$ cat config.mk
export PLATFORM = sky130hd
export DESIGN_NAME = mixer_pipe
export DESIGN_NICKNAME = d
export VERILOG_FILES = /design/src/rtl/mixer_pkg.sv /design/src/rtl/mixer_sat.sv /design/src/rtl/mixer_pipe.sv
export SDC_FILE = /design/constraint.sdc
export NUM_CORES = 1
export LEC_CHECK = 0
export BUFFER_PORTS_ARGS = -buffer_cell sky130_fd_sc_hd__buf_2
export CAP_MARGIN = 20
export CORE_MARGIN = 2
export CORE_UTILIZATION = 70
export DETAILED_ROUTE_END_ITERATION = 10
export HOLD_SLACK_MARGIN = 0.08
export PLACE_DENSITY = 0.89
export SLEW_MARGIN = 20
export SYNTH_ARGS = -nofsm -noshare
export SYNTH_HDL_FRONTEND = slang
export SYNTH_SLANG_ARGS = --single-unit
$ cat constraint.sdc
create_clock -name clk -period 7.5 [get_ports clk]
set_clock_uncertainty 0.2 [all_clocks]
set_input_delay 0.375 -clock clk [delete_from_list [all_inputs] [get_ports clk]]
set_output_delay 0.375 -clock clk [all_outputs]
set_load 0.03 [all_outputs]
$ cat src/rtl/mixer_pkg.sv
// Shared widths, rounding selection and the shift/round/saturate helper for mixer_pipe.
// Optional build macro: MIXER_ROUND_EN (round half up before the shift instead of flooring).
package mixer_pkg;

  localparam int DEF_DATA_W = 20;
  localparam int DEF_LO_W   = 20;
  localparam int DEF_OUT_W  = 20;
  localparam int DEF_SHIFT  = 14;

  // Working widths of the helper. The 96-bit intermediate leaves plenty of guard
  // bits above a 41-bit negated product, so the rounding add can never wrap.
  localparam int Q_MAX_W   = 96;
  localparam int OUT_MAX_W = 64;

`ifdef MIXER_ROUND_EN
  localparam bit ROUND_EN = 1'b1;
`else
  localparam bit ROUND_EN = 1'b0;
`endif

  typedef struct packed {
    logic                        ovf;
    logic signed [OUT_MAX_W-1:0] val;
  } sat_res_t;

  // Optionally add half an LSB, floor-shift right by 'shift', then clamp to a
  // signed out_w-bit range. ovf reports that the clamp was applied.
  function automatic sat_res_t sat_shift(input logic signed [Q_MAX_W-1:0] q,
                                         input int shift,
                                         input int out_w);
    sat_res_t                    res;
    logic signed [Q_MAX_W-1:0]   rnd;
    logic signed [Q_MAX_W-1:0]   r;
    logic signed [Q_MAX_W-1:0]   hi;
    logic signed [Q_MAX_W-1:0]   lo;
    rnd = '0;
    if (ROUND_EN) rnd = Q_MAX_W'(1) << (shift - 1);
    r  = (q + rnd) >>> shift;
    hi = (Q_MAX_W'(1) << (out_w - 1)) - Q_MAX_W'(1);
    lo = ~hi;
    res.ovf = 1'b0;
    res.val = r[OUT_MAX_W-1:0];
    if (r > hi) begin
      res.ovf = 1'b1;
      res.val = hi[OUT_MAX_W-1:0];
    end else if (r < lo) begin
      res.ovf = 1'b1;
      res.val = lo[OUT_MAX_W-1:0];
    end
    return res;
  endfunction

endpackage

$ cat src/rtl/mixer_sat.sv
// Combinational shift / optional round / saturate block used in stage 2 of mixer_pipe.
// Rounding behaviour follows MIXER_ROUND_EN through mixer_pkg.
module mixer_sat
  import mixer_pkg::*;
#(
  parameter int Q_W   = 41,
  parameter int OUT_W = DEF_OUT_W,
  parameter int SHIFT = DEF_SHIFT
) (
  input  logic signed [Q_W-1:0]   q,
  output logic signed [OUT_W-1:0] y,
  output logic                    ovf
);

  sat_res_t res;
  logic     unused_hi;

  // Sign-extend into the helper's working width and evaluate shift/saturate.
  always_comb begin
    res = sat_shift({{(Q_MAX_W-Q_W){q[Q_W-1]}}, q}, SHIFT, OUT_W);
  end

  assign y         = res.val[OUT_W-1:0];
  assign ovf       = res.ovf;
  assign unused_hi = ^res.val[OUT_MAX_W-1:OUT_W];

endmodule

$ cat src/rtl/mixer_pipe.sv
// Two-stage pipelined LO mixer: multiply, optional negate, power-of-two gain and
// saturation, with valid/ready on both sides and a sticky saturation flag.
// Optional build macro: MIXER_ROUND_EN (round half up instead of flooring).
module mixer_pipe
  import mixer_pkg::*;
#(
  parameter int DATA_W = DEF_DATA_W,
  parameter int LO_W   = DEF_LO_W,
  parameter int OUT_W  = DEF_OUT_W,
  parameter int SHIFT  = DEF_SHIFT,
  parameter bit NEGATE = 1'b1
) (
  input  logic                     clk,
  input  logic                     rst,
  input  logic                     in_valid,
  output logic                     in_ready,
  input  logic signed [DATA_W-1:0] interp_i,
  input  logic signed [LO_W-1:0]   lo_i,
  output logic                     out_valid,
  input  logic                     out_ready,
  output logic signed [OUT_W-1:0]  mix_o,
  output logic                     sat_flag,
  input  logic                     sat_clr
);

  localparam int P_W = DATA_W + LO_W;
  localparam int Q_W = P_W + 1;

  logic                  s1_valid;
  logic                  s2_valid;
  logic signed [P_W-1:0] p;
  logic signed [Q_W-1:0] p_ext;
  logic signed [Q_W-1:0] q;
  logic signed [OUT_W-1:0] sat_val;
  logic                  sat_ovf;
  logic                  s2_free;
  logic                  s1_adv;
  logic                  in_fire;

  assign s2_free   = !s2_valid || out_ready;
  assign s1_adv    = s1_valid && s2_free;
  assign in_ready  = !s1_valid || s2_free;
  assign in_fire   = in_valid && in_ready;
  assign out_valid = s2_valid;

  // Stage 1: capture the full-width signed product on an input handshake.
  always_ff @(posedge clk or posedge rst) begin
    if (rst) begin
      p        <= '0;
      s1_valid <= 1'b0;
    end else if (in_fire) begin
      p        <= P_W'(interp_i) * P_W'(lo_i);
      s1_valid <= 1'b1;
    end else if (s1_adv) begin
      s1_valid <= 1'b0;
    end
  end

  // One extra bit so negating min*min cannot wrap.
  always_comb begin
    p_ext = {p[P_W-1], p};
    q     = NEGATE ? -p_ext : p_ext;
  end

  mixer_sat #(
    .Q_W   (Q_W),
    .OUT_W (OUT_W),
    .SHIFT (SHIFT)
  ) u_sat (
    .q   (q),
    .y   (sat_val),
    .ovf (sat_ovf)
  );

  // Stage 2: load the saturated result when stage 1 advances; drain on a bare handshake.
  always_ff @(posedge clk or posedge rst) begin
    if (rst) begin
      mix_o    <= '0;
      s2_valid <= 1'b0;
    end else if (s1_adv) begin
      mix_o    <= sat_val;
      s2_valid <= 1'b1;
    end else if (out_ready) begin
      s2_valid <= 1'b0;
    end
  end

  // Sticky saturation flag; a new saturation beats a simultaneous clear.
  always_ff @(posedge clk or posedge rst) begin
    if (rst) begin
      sat_flag <= 1'b0;
    end else if (s1_adv && sat_ovf) begin
      sat_flag <= 1'b1;
    end else if (sat_clr) begin
      sat_flag <= 1'b0;
    end
  end

endmodule

==> summary.md <==
| Metric | Value |
|---|---|
| Status | `finished clean` |
| Starting Density | `0.713` |
| Number of cells on the critical path | `23` |
| Critical path's top delay family | `adder cells` |
| Count of final hold-check violations | `0` |
| Placer Congestion | `0.918` |
| Seq/Total Area, Yosys | `0.0875` |
| Min-delay worst type | `in -> async` |
| Unrepaired setup endpoints after global routing | `false` |
| Vias/cell | `5.83` |
| Die Y | `164 microns` |
| Min cycle time layout | `7.18 ns` |
| Largest net degree at the start of global routing | `74` |
| Initial DRT Pass Iterations | `6` |
| Setup violators final | `0` |
| Area Overhead vs Synth | `4.74%` |
| Worst R2R Start | `p[6]` |
| Die area | `0.0270 sq mm` |
| Crit Path Class | `in -> reg` |
| Setup bufs post-CTS | `0` |
| First-pass GRT wire length | `71000 microns` |
| Count of input and output buffers | `67` |
| Yosys warns | `0` |
| Max-slew violation count | `0` |
| Cell Chain, Critical Path | `buf_2 -> nand2_1 -> fa_1 -> inv_1 -> fa_1 -> inv_1 -> fa_1 -> inv_1 -> fa_1 -> fa_1 -> fa_1 -> inv_1 -> fa_1 -> inv_1 -> ha_1 -> nand3_1 -> o22ai_1 -> o221ai_1 -> a31o_2 -> a211oi_2 -> nor3_1 -> or4_1 -> nand3_1` |
| Commonest non-fill, non-tap cell in the layout | `inv_1` |
| Via Count | `13400` |
| Critical path buffers and inverters | `6` |
| Antenna Nets Post-Route | `0` |
| EDFF count, synth | `0` |
| Wirelength, routed | `43400 microns` |
| Global route overflow | `0` |
| Fin nets | `2544` |
| Wire per inst | `18.8 microns` |
| Layout cells sized above 1 | `0.0642` |
| Initial antenna violation count | `1` |
| Critical Path End | `p[37]` |
| TNS Setup | `0 ns` |
| Slowest cell on the critical path | `fa_1` |
| Final core area utilization | `0.747` |
| Syn Nets | `2539` |
| Synthesized flop and latch total | `63` |
| Skew-Pair Late Insertion Delay | `0.33 ns` |
| CTS max path bufs | `2` |
| Post-DP HPWL | `35500 microns` |
| Register clock-pin slew on the reported worst setup and hold paths | `0.05 ns` |
| I/O pin cnt | `68` |
| DR iter-0 viols | `1071` |
| Reg2Reg Setup Slack | `4.27 ns` |
| Cells after Synth | `1967` |
| Synth cell types | `64` |
| DP Worst Slack | `0.0513 ns` |
| TritonCTS Sinks | `63` |
| Commonest non-fill, non-tap cells in the layout | `inv_1, fa_1, nand2_1` |
| Total track usage | `0.341` |
| Remaining DRCs | `0` |
| Fmax | `0.139 GHz` |
| Final hold slack | `0.0677 ns` |
| Core ar. | `0.0253 sq mm` |
| Worst Tran Pin Value | `0.954 ns` |
| Mean Syn Cell Area | `9.16 sq um` |
| Number of global-route vias before repair | `14900` |
| Total CTS buffers | `9` |
| Die width | `164 microns` |
| Critical path launch point type | `primary input` |
| CP required | `7.55 ns` |
| Slew margin rel. | `0.364` |
| CTS H-tree lvls | `3` |
| Final WS setup | `0.323 ns` |
| Max-Cap Viols | `0` |
| Crit Reg-Reg Endpoint | `mix_o[7]` |
| Row count | `58` |
| TritonCTS clock tree | `built` |
| Main synth FF type | `dfrtp_1` |
| Crit. Startpoint | `lo_i[5]` |
| Final period util | `0.957` |
| CP endpoint kind | `register` |
| Worst Reg-to-Reg Cells | `8` |
| Root Buffer | `clkbuf_16` |
| Arrival time worst endpoint | `7.23 ns` |
| CP max FO | `20` |
| Synthesized cell area | `0.0180 sq mm` |
| Worst stage delay on the critical path | `0.69 ns` |
| Synth async-reset ratio | `1.00` |
| Most frequent CP cell | `fa_1` |
[worst min-delay path by stage]
stage               cells after the start  start     to  slack (ns)
finish                                  3    rst   p[4]        0.07
global placement                        2   p[0]   p[0]        0.26
detailed placement                      2   p[1]   p[1]        0.27
CTS                                     3    rst  p[15]        0.10
global route                            3    rst   p[4]        0.17
floorplan                               2   p[0]   p[0]        0.24
[metrics by stage]
stage,instances,cell area (sq um)
4_1_cts,2307,18900
5_1_grt,2308,18900
6_report,2308,18900
2_1_floorplan,1967,18000
3_5_place_dp,2289,18500
3_3_place_gp,2289,18500
[synthesized netlist by cell type, drive strengths merged, types with 4 or more instances]
cell type,instances,share of area
inv,470,0.098
fa,420,0.47
nand2,236,0.049
and2,225,0.078
ha,107,0.074
clkbuf,88,0.018
dfrtp,63,0.088
nor2,61,0.013
o21ai,45,0.013
a21oi,43,0.014
xnor2,29,0.014
nand3,21,0.0058
xor2,16,0.0078
nand2b,11,0.0038
nand3b,9,0.0038
a21o,8,0.0033
buf,8,0.0033
o211ai,8,0.0033
or3,8,0.0028
o21a,7,0.0029
nand4,6,0.0021
nor3,6,0.0017
a211oi,5,0.0024
a31oi,5,0.0017
and3,5,0.0020
nor4,5,0.0026
o31ai,5,0.0024
a31o,4,0.0019
or4,4,0.0017
[flip-flops by register name, summed over array words and instances, names as in the netlist]
signal     cells
sat_flag       1
mix_o         20
s1_valid       1
p             40
out_valid      1
[kinds of logic after synthesis]
logic type,count (synthesis),synth area share
muxes,3,0.00174
adders and majority gates,527,0.541
buffers and inverters,566,0.120
xor gates and xnor gates,45,0.0219
and+or+nand+nor,605,0.170
DFF,63,0.0875
AOI/OAI and AO/OA,158,0.0579
[worst min-delay path: stages]
cell	delay [ns]
buf_2	0.10
inv_2	0.03
buf_4	0.59
[cell type report]
| class | instances | area (sq um) |
|---|---|---|
| antenna | 1 | 2.50 |
| clock buffer | 13 | 270 |
| clock inverter | 3 | 40.0 |
| fill | 1689 | 6390 |
| inverter | 470 | 1760 |
| multi-input combinational | 1338 | 14300 |
| sequential | 63 | 1580 |
| tap | 330 | 413 |
| timing repair buffer | 90 | 513 |
[metal layers]
metal / vias up / part of all wire / global-route usage
li1: 5810 / - / -
met1: 6781 / 0.33 / 0.392
met2: 631 / 0.53 / 0.603
met3: 225 / 0.074 / 0.0615
met4: 0 / 0.065 / 0.196
met5: - / 0 / 0
[repair_timing]
item / in CTS / in global routing
endpoints found under the setup margin: 0 / 1
endpoints found under the hold margin: 2 / 0
hold buffers: 2 / 0
gates resized for setup: 0 / 1
Power is left out: the tool's default activity adds up to more than one toggle a clock period on the data nets, which glitch-free logic cannot reach.
